$ cat config.mk
export PLATFORM = sky130hd
export DESIGN_NAME = demux1to32_collect
export DESIGN_NICKNAME = d
export VERILOG_FILES = /design/src/rtl/demux1to32_collect.sv
export SDC_FILE = /design/constraint.sdc
export NUM_CORES = 1
export LEC_CHECK = 0
export CORE_UTILIZATION = 45
export CTS_BUF_LIST = sky130_fd_sc_hd__clkbuf_4 sky130_fd_sc_hd__clkbuf_8
export DETAILED_ROUTE_END_ITERATION = 12
export PLACE_DENSITY = 0.77
export REMOVE_ABC_BUFFERS = 1
export SLEW_MARGIN = 40
export SYNTH_ARGS = -nofsm -noshare
export SYNTH_HDL_FRONTEND = slang
export SYNTH_SLANG_ARGS = --single-unit
$ cat constraint.sdc
create_clock -name clk -period 3.2 [get_ports clk]
set_input_delay 0.32 -clock clk [delete_from_list [all_inputs] [get_ports clk]]
set_output_delay 0.32 -clock clk [all_outputs]
set_load 0.02 [all_outputs]
$ cat src/rtl/demux1to32_collect.sv
// -----------------------------------------------------------------------------
// demux1to32_collect
//
// Receive side of a 32-to-1 serialising mux. Each accepted transfer carries
// one data bit D tagged with its slot select S; the bit is written into slot
// S of a 32-bit word. When every slot has been written, the reassembled word
// is presented on Y with a ready/valid handshake.
//
// Ports:
//   clk        in   rising-edge clock
//   rst_n      in   asynchronous active-low reset
//   in_valid   in   S/D carry a bit this cycle
//   in_ready   out  block can take a bit (low only while holding a word)
//   S          in   slot select for D
//   D          in   serial data bit
//   out_valid  out  Y holds a complete word
//   out_ready  in   consumer takes Y
//   Y          out  reassembled word
//   err        out  one-cycle pulse after a protocol violation
//   busy       out  at least one slot written, word not yet delivered
//
// Build option:
//   DEMUX_ORDER_CHECK_EN  when defined, slots must arrive in order 0..31;
//                         an out-of-order bit is dropped and flagged on err.
//                         When undefined, any order is accepted and a
//                         rewrite of an already-filled slot is flagged.
// -----------------------------------------------------------------------------
module demux1to32_collect #(
  parameter int N  = 32,
  parameter int SW = 5
) (
  input  logic          clk,
  input  logic          rst_n,
  input  logic          in_valid,
  output logic          in_ready,
  input  logic [SW-1:0] S,
  input  logic          D,
  output logic          out_valid,
  input  logic          out_ready,
  output logic [N-1:0]  Y,
  output logic          err,
  output logic          busy
);

  localparam logic [1:0] ST_IDLE = 2'd0;
  localparam logic [1:0] ST_FILL = 2'd1;
  localparam logic [1:0] ST_HOLD = 2'd2;

  logic [1:0]   state_q, state_d;
  logic [N-1:0] word_q, word_d;
  logic [N-1:0] mask_q, mask_d;
  logic [N-1:0] y_q, y_d;
  logic         out_valid_q, out_valid_d;
  logic         err_q, err_d;
  logic         store_s;
  logic         bad_s;

`ifdef DEMUX_ORDER_CHECK_EN
  logic [SW-1:0] exp_q, exp_d;
`endif

  // Classify the incoming bit: store_s means it is written, bad_s raises err.
  always_comb begin
    store_s = 1'b0;
    bad_s   = 1'b0;
    if (in_valid && (state_q != ST_HOLD)) begin
`ifdef DEMUX_ORDER_CHECK_EN
      if (S == exp_q) begin
        store_s = 1'b1;
        bad_s   = 1'b0;
      end else begin
        store_s = 1'b0;
        bad_s   = 1'b1;
      end
`else
      store_s = 1'b1;
      // A rewrite of a filled slot is only possible once filling has begun.
      bad_s   = (state_q == ST_FILL) && mask_q[S];
`endif
    end else begin
      store_s = 1'b0;
      bad_s   = 1'b0;
    end
  end

  // Next-state logic for the collect / hold / handoff sequence.
  always_comb begin
    state_d     = state_q;
    word_d      = word_q;
    mask_d      = mask_q;
    y_d         = y_q;
    out_valid_d = out_valid_q;
    err_d       = bad_s;
`ifdef DEMUX_ORDER_CHECK_EN
    exp_d       = exp_q;
`endif
    case (state_q)
      ST_IDLE, ST_FILL: begin
        if (store_s) begin
          word_d[S] = D;
          mask_d[S] = 1'b1;
`ifdef DEMUX_ORDER_CHECK_EN
          // Wraps 31 -> 0 on the completing accept.
          exp_d     = exp_q + 5'd1;
`endif
          if (&mask_d) begin
            // Completion: Y takes the word with the current bit merged in.
            state_d     = ST_HOLD;
            out_valid_d = 1'b1;
            y_d         = word_d;
          end else begin
            state_d     = ST_FILL;
            out_valid_d = 1'b0;
          end
        end else begin
          state_d = state_q;
        end
      end
      ST_HOLD: begin
        if (out_valid_q && out_ready) begin
          state_d     = ST_IDLE;
          word_d      = '0;
          mask_d      = '0;
          out_valid_d = 1'b0;
        end else begin
          state_d     = ST_HOLD;
        end
      end
      default: begin
        state_d     = ST_IDLE;
        word_d      = '0;
        mask_d      = '0;
        out_valid_d = 1'b0;
      end
    endcase
  end

  // State and datapath registers.
  always_ff @(posedge clk or negedge rst_n) begin
    if (!rst_n) begin
      state_q     <= ST_IDLE;
      word_q      <= '0;
      mask_q      <= '0;
      y_q         <= '0;
      out_valid_q <= 1'b0;
      err_q       <= 1'b0;
    end else begin
      state_q     <= state_d;
      word_q      <= word_d;
      mask_q      <= mask_d;
      y_q         <= y_d;
      out_valid_q <= out_valid_d;
      err_q       <= err_d;
    end
  end

`ifdef DEMUX_ORDER_CHECK_EN
  // Expected-slot counter for the in-order check.
  always_ff @(posedge clk or negedge rst_n) begin
    if (!rst_n) begin
      exp_q <= 5'd0;
    end else begin
      exp_q <= exp_d;
    end
  end
`endif

  assign in_ready  = (state_q != ST_HOLD);
  assign busy      = (state_q != ST_IDLE);
  assign out_valid = out_valid_q;
  assign Y         = y_q;
  assign err       = err_q;

endmodule

==> results.md, run 1 <==
* Post-Syn Instances at between 400 and 500
* Port Buffers at between 40 and 50
* Fin crit period at just under 3 ns
* Top FF cell, synth: dfrtp_1
* H-tree depth at 3
* Max FO, Critical Path at 17
* Flop and latch count out of synthesis at 100
* Cell area after layout at 6100 µm²
* Fin Setup TNS at 0 ns
* Antenna cells at 0
* Clock network latency to the later pin of the worst-skew pair at 0.39 ns
* Num CTS Buffers at 9
* RSZ-0062 raised after global routing: no
* CP Class: primary input to flop
* Share of cells above drive strength 1 at 0.269
* Post-Route WL at around 13,000 µm
* Clk sinks at 100
* # DRC at 0
* Vias in the first global route at between 3,000 and 4,000
* Slew Limit Fails at 0
* Core area at around 11,000 µm²
* Average size of a mapped cell at between 10 and 15 µm²
* Row count at 38
* Crit path DAT at between 3 and 4 ns
* Total GRT Usage at 0.236
* Worst min-delay path class: primary input to asynchronous set/reset pin
* Post_cts resized at 0
* Final Hold Violating Endpoints at 22
* DIE HEIGHT at between 100 and 150 µm
* Register area at approximately 2500 µm²
* Required time worst endpoint at 3.47 ns
* Area taken by multi-input logic gates at 2340 µm²
* Total of fill cells in the finished design at 912
* Final setup viols at 0
* Post-CTS setup buffers at 0
* Seq/Total Area, Yosys at 0.494
* Static leakage at approximately 2.7 nW
* DRT antenna net count at 0
* Largest net degree at the start of global routing at slightly above 90
* Failing checks: hold timing
* Max cap viols at 0
* Io pins at 46
* Clock skew at roughly 0.012 ns
* Synth cell types at 50
* Hold buffers post-CTS at 0
* Max Buffers Root-to-Sink at 2
* Routability cong. at 1.00
* CTS root buffer: clkbuf_8
* Area growth, synth to finish at 20.4%
* DP HPWL at between 8000 and 9000 µm
* VDD IR max at 0.249 mV
* Starting Density at 0.466
* Hold slack at -0.0473 ns
* Setup WS pre-CTS at -0.112 ns
* Synthesis Warnings at 0
* Nets at 518
* Number of flops mapped to enable cells by yosys at 0
* Total number of vias at 3,872
* Vias/cell at 5.93
* Placed cell areas at between 5000 and 6000 µm²
* Worst-Margin Slew at between 0.7 and 0.8 ns
* Die Wd at 108 µm
* Gr ovfl total at 0
* Max_slew headroom at 0.481
* Die Area at 11,700 µm²
* Initial antenna violation count at 0
* F_max at 340 MHz
* P per Cell Area at 462 nW/µm²
* Netlist Area Pre-Place at 5070 µm²
* Setup WS post-layout at 0.259 ns
* CTS tree: yes
* TritonRoute pass-1 iters at 5
* Clk slew on worst S/H paths at about 0.090 ns
* DR WL/cell at 19.6 µm
* Tcrit/Tclk final at 0.919
* Critical Path Start Type: primary input
* Status: finished, violations left
* Iteration-0 DRC Markers at 343
* First-pass GRT wire length at between 20,000 and 25,000 µm
* Crit. End Element: flop
* Fraction of registers with async set/reset at 1.00
## metal layers
metal  up-vias  part of all wire  routed length (µm)  track usage
li1       1743                 -                   -            -
met1      1977              0.46                5830        0.322
met2       121              0.47                5960        0.365
met3        31             0.048                 615       0.0356
met4         0             0.030                 389        0.118
met5         -                 0                   0            0
## final timing paths
path                            start         end  slack (ns)  cells after the start
setup / recovery                 S[3]       Y[25]        0.26                     10
hold / removal                  rst_n       Y[25]       -0.05                      1
setup reg to reg           mask_q[19]       Y[25]        0.81                      8
hold reg to reg            word_q[31]  word_q[31]        0.50                      2
max in group asynchronous       rst_n  word_q[16]        2.61                      2
min in group clk           word_q[31]  word_q[31]        0.50                      2
## per-stage QoR
stage	cells	util	total power, W
floorplan	405	-	0.00169
global placement	637	0.538	0.00185
detailed placement	637	0.538	0.00187
CTS	653	0.560	0.00283
global route	653	0.561	0.00293
finish	653	0.561	0.00282
## sequential cells by signal, indices dropped and copies added, names as in the netlist
name	cells
err	1
Y	32
state_q	2
mask_q	32
word_q	32
out_valid	1
## logic make-up after synthesis
kind of cell / Yosys count / share of synthesized area
simple gates: 129 / 0.130
compound gates: 102 / 0.138
flops: 100 / 0.494
mux: 71 / 0.193
buf+inv: 39 / 0.0452
## critical path: stages
cell and delay, ns:
clkdlybuf4s50_1 0.42, buf_4 0.20, nor3b_1 0.34, buf_4 0.18
a21oi_1 0.06, or4_1 0.50, and4bb_1 0.32, and4_2 0.34
buf_12 0.21, mux2_4 0.32
## synth_stat cells, types with 2 or more instances
| cell type | number | area, µm² |
|---|---|---|
| nand3b_1 | 3 | 22.5 |
| buf_1 | 2 | 7.51 |
| a22o_1 | 29 | 254 |
| a32oi_1 | 2 | 17.5 |
| a22oi_1 | 6 | 45.0 |
| nand3_1 | 11 | 55.1 |
| a21oi_1 | 33 | 165 |
| and3_1 | 2 | 12.5 |
| nand2b_1 | 4 | 25.0 |
| buf_12 | 3 | 60.1 |
| nor3b_1 | 2 | 15.0 |
| nor2b_1 | 6 | 37.5 |
| nand4_1 | 4 | 25.0 |
| mux2_2 | 30 | 338 |
| mux2i_1 | 7 | 70.1 |
| buf_2 | 9 | 45.0 |
| o22ai_1 | 2 | 12.5 |
| mux4_2 | 8 | 180 |
| buf_6 | 3 | 33.8 |
| o21ai_0 | 17 | 85.1 |
| dfrtp_1 | 100 | 2500 |
| nor3_1 | 3 | 15.0 |
| nand2_1 | 35 | 131 |
| and3b_1 | 3 | 26.3 |
| nor2_1 | 43 | 161 |
| a21o_1 | 3 | 22.5 |
| inv_1 | 3 | 11.3 |
| a31oi_1 | 2 | 12.5 |
| and4b_1 | 2 | 20.0 |
| clkbuf_1 | 19 | 71.3 |
| mux2_4 | 26 | 390 |
## area by class of cell
type | count | area share
Sequential cell | 100 | 0.410
Multi-Input combinational cell | 302 | 0.384
Timing Repair Buffer | 92 | 0.136
Tap cell | 140 | 0.0287
Clock buffer | 9 | 0.0203
Clock inverter | 7 | 0.0189
Inverter | 3 | 0.00184
## cells in the final DEF, fill, tap and decap left out, types with 3 or more instances in the layout
cell,count
a21o_1,3
a21oi_1,33
a22o_1,29
a22oi_1,6
and3b_1,3
buf_4,45
bufinv_16,3
clkbuf_8,10
clkdlybuf4s50_1,44
dfrtp_1,100
inv_1,3
mux2_2,30
mux2_4,26
mux2i_1,7
mux4_2,8
nand2_1,35
nand2b_1,4
nand3_1,11
nand3b_1,3
nand4_1,4
nor2_1,43
nor2b_1,5
nor3_1,3
o21ai_0,17
## power by group
part           total (W)  switching [W]  internal (W)  leakage, nW
clock           0.000970       0.000454      0.000516        0.115
combinational   0.000411       0.000210      0.000201         1.29
sequential       0.00144      0.0000729       0.00137         1.34
total            0.00282       0.000736       0.00209         2.74
Power figures use the tool's default switching activity.
==> run 2: changes to the inputs <==
==> constraint.sdc (replaced) <==
create_clock -name clk -period 3.2 [get_ports clk]
set_input_delay 0.32 -clock clk [delete_from_list [all_inputs] [get_ports clk]]
set_output_delay 0.32 -clock clk [all_outputs]
set_load 0.1 [all_outputs]
==> run 2 against run 1 <==
  * The run now ends clean
  * Sequential share of layout area rose by 1.6 points
  * Combinational power is essentially flat
  * Hold slack improved by 0.53 ns
  * Global-route usage shrank 0.39 points
  * Die area unchanged
  * Fmax decreased by 3.7%
  * Register-to-register slack about the same
  * Non-clock buffer count is 4 lower
  * Wire length shrank 2.7%
  * Cell count fell by 0.77%
  * Critical path type unchanged
==> results.md, run 2 (synthesis results as in run 1) <==
* Slew Limit Fails at 0
* Gr ovfl total at 0
* Nets at between 500 and 600
* Total number of vias at 3,855
* Initial antenna violation count at 0
* DRT antenna net count at 0
* Starting Density at 0.466
* Tcrit/Tclk final at 0.954
* Max_slew headroom at 0.508
* Post-Route WL at roughly 12,000 µm
* Leading cell type in the layout, fill and taps excluded: dfrtp_1
* CTS root buffer: clkbuf_8
* Vias in the first global route at approximately 3,700
* TritonRoute pass-1 iters at 5
* DP HPWL at 8570 µm
* Crit. End Element: flop
* Grt met2 use at 0.335
* Max cap viols at 0
* Clk sinks at 100
* Setup WS pre-CTS at -0.207 ns
* Most frequent cells in the layout: dfrtp_1, nor2_1, buf_4
* Total power at 0.00268 W
* Global Route met1 Usage at 0.338
* Max Buffers Root-to-Sink at 2
* RSZ-0062 raised after global routing: no
* Largest net degree at the start of global routing at 52
* Die Area at around 12,000 µm²
* Hold buffers post-CTS at 1
* Routability cong. at around 1
* Required time worst endpoint at 3.46 ns
* Port Buffers at between 40 and 50
* Fin crit period at 3.05 ns
* Area growth, synth to finish at 15.9%
* # DRC at 0
* Core area at 10,900 µm²
* DIE HEIGHT at 108 µm
* Total GRT Usage at 0.232
* Hold path depth at 2
* Antenna cells at 0
* Met3 usage at 0.0356
* First-pass GRT wire length at between 20,000 and 25,000 µm
* Num CTS Buffers at 9
* Die Wd at 108 µm
* Row count at 38
* VDD IR max at 0.195 mV
* Worst Hold Launch: word_q[30]
* Status: complete, no violations
* Setup WS post-layout at approximately 0.15 ns
* Static leakage at 2.78 nW
* F_max at 328 MHz
* FF-to-FF Start: mask_q[19]
* Setup crit start: S[3]
* Io pins at 46
* H-tree depth at 3
* Post_cts resized at 0
* Post-CTS setup buffers at 0
* Worst-Margin Slew at 0.732 ns
* DR WL/cell at 19.2 µm
* Clock skew at 0.0170 ns
* Vias/cell at between 5 and 6
* Busiest grt layer: met1
* Clock network latency to the later pin of the worst-skew pair at 0.39 ns
* Reg2Reg Setup Slack at around 0.8 ns
* Crit path DAT at 3.32 ns
* Reg2Reg Depth at 8
* CP Class: primary input to flop
* Critical Path Start Type: primary input
* Iteration-0 DRC Markers at 419
* P per Cell Area at 456 nW/µm²
* Share of cells above drive strength 1 at 0.331
* Final setup viols at 0
* Clk slew on worst S/H paths at 0.09 ns
* Final Hold Violating Endpoints at 0
* Total of fill cells in the finished design at 920
* Worst min-delay path class: flop to flop
* CTS tree: yes
* Max FO, Critical Path at 13
==> run 2: report_power, final <==
| part | internal [W] | switching [W] | leakage [nW] |
|---|---|---|---|
| clock network | 0.000404 | 0.000424 | 0.104 |
| logic | 0.000200 | 0.000211 | 1.33 |
| registers | 0.00137 | 0.0000734 | 1.34 |
| total | 0.00197 | 0.000709 | 2.78 |
==> run 2: per-layer routing <==
layer,up-vias,wire length [µm]
met5,-,0
met4,0,348
met3,29,767
met2,174,5590
met1,1929,5750
li1,1723,-
==> run 2: critical path, stage by stage <==
cell,delay [ns]
clkdlybuf4s50_1,0.62
nor3b_1,0.45
buf_4,0.19
a21oi_1,0.07
or4_1,0.51
and4bb_1,0.30
and4_2,0.32
buf_12,0.18
mux2_2,0.34
==> run 2: worst paths after layout <==
kind	end
setup / recovery	Y[0]
hold / removal	word_q[30]
setup reg to reg	Y[0]
hold reg to reg	word_q[30]
max in group asynchronous	word_q[18]
min in group asynchronous	Y[25]
==> run 2: area by class of cell <==
type	count	area, µm²	area share
clock buffers	13	160	0.0273
clock inverters	2	35.0	0.00596
inverters	3	11.3	0.00192
multi-input cells	302	2340	0.399
flip-flops and latches	100	2500	0.426
well taps	140	175	0.0298
repair buffers	88	648	0.110
==> run 2: through the flow <==
stage	std cells	area [µm²]	TNS (ns)	utilization	hold WS (ns)
2_1_floorplan	405	4850	-17.95	-	0.0244
3_3_place_gp	632	5840	-3.49	0.537	0.387
3_5_place_dp	632	5670	-5.42	0.521	0.394
4_1_cts	648	5880	0	0.540	0.491
5_1_grt	648	5880	0	0.540	0.515
6_report	648	5880	0	0.540	0.483
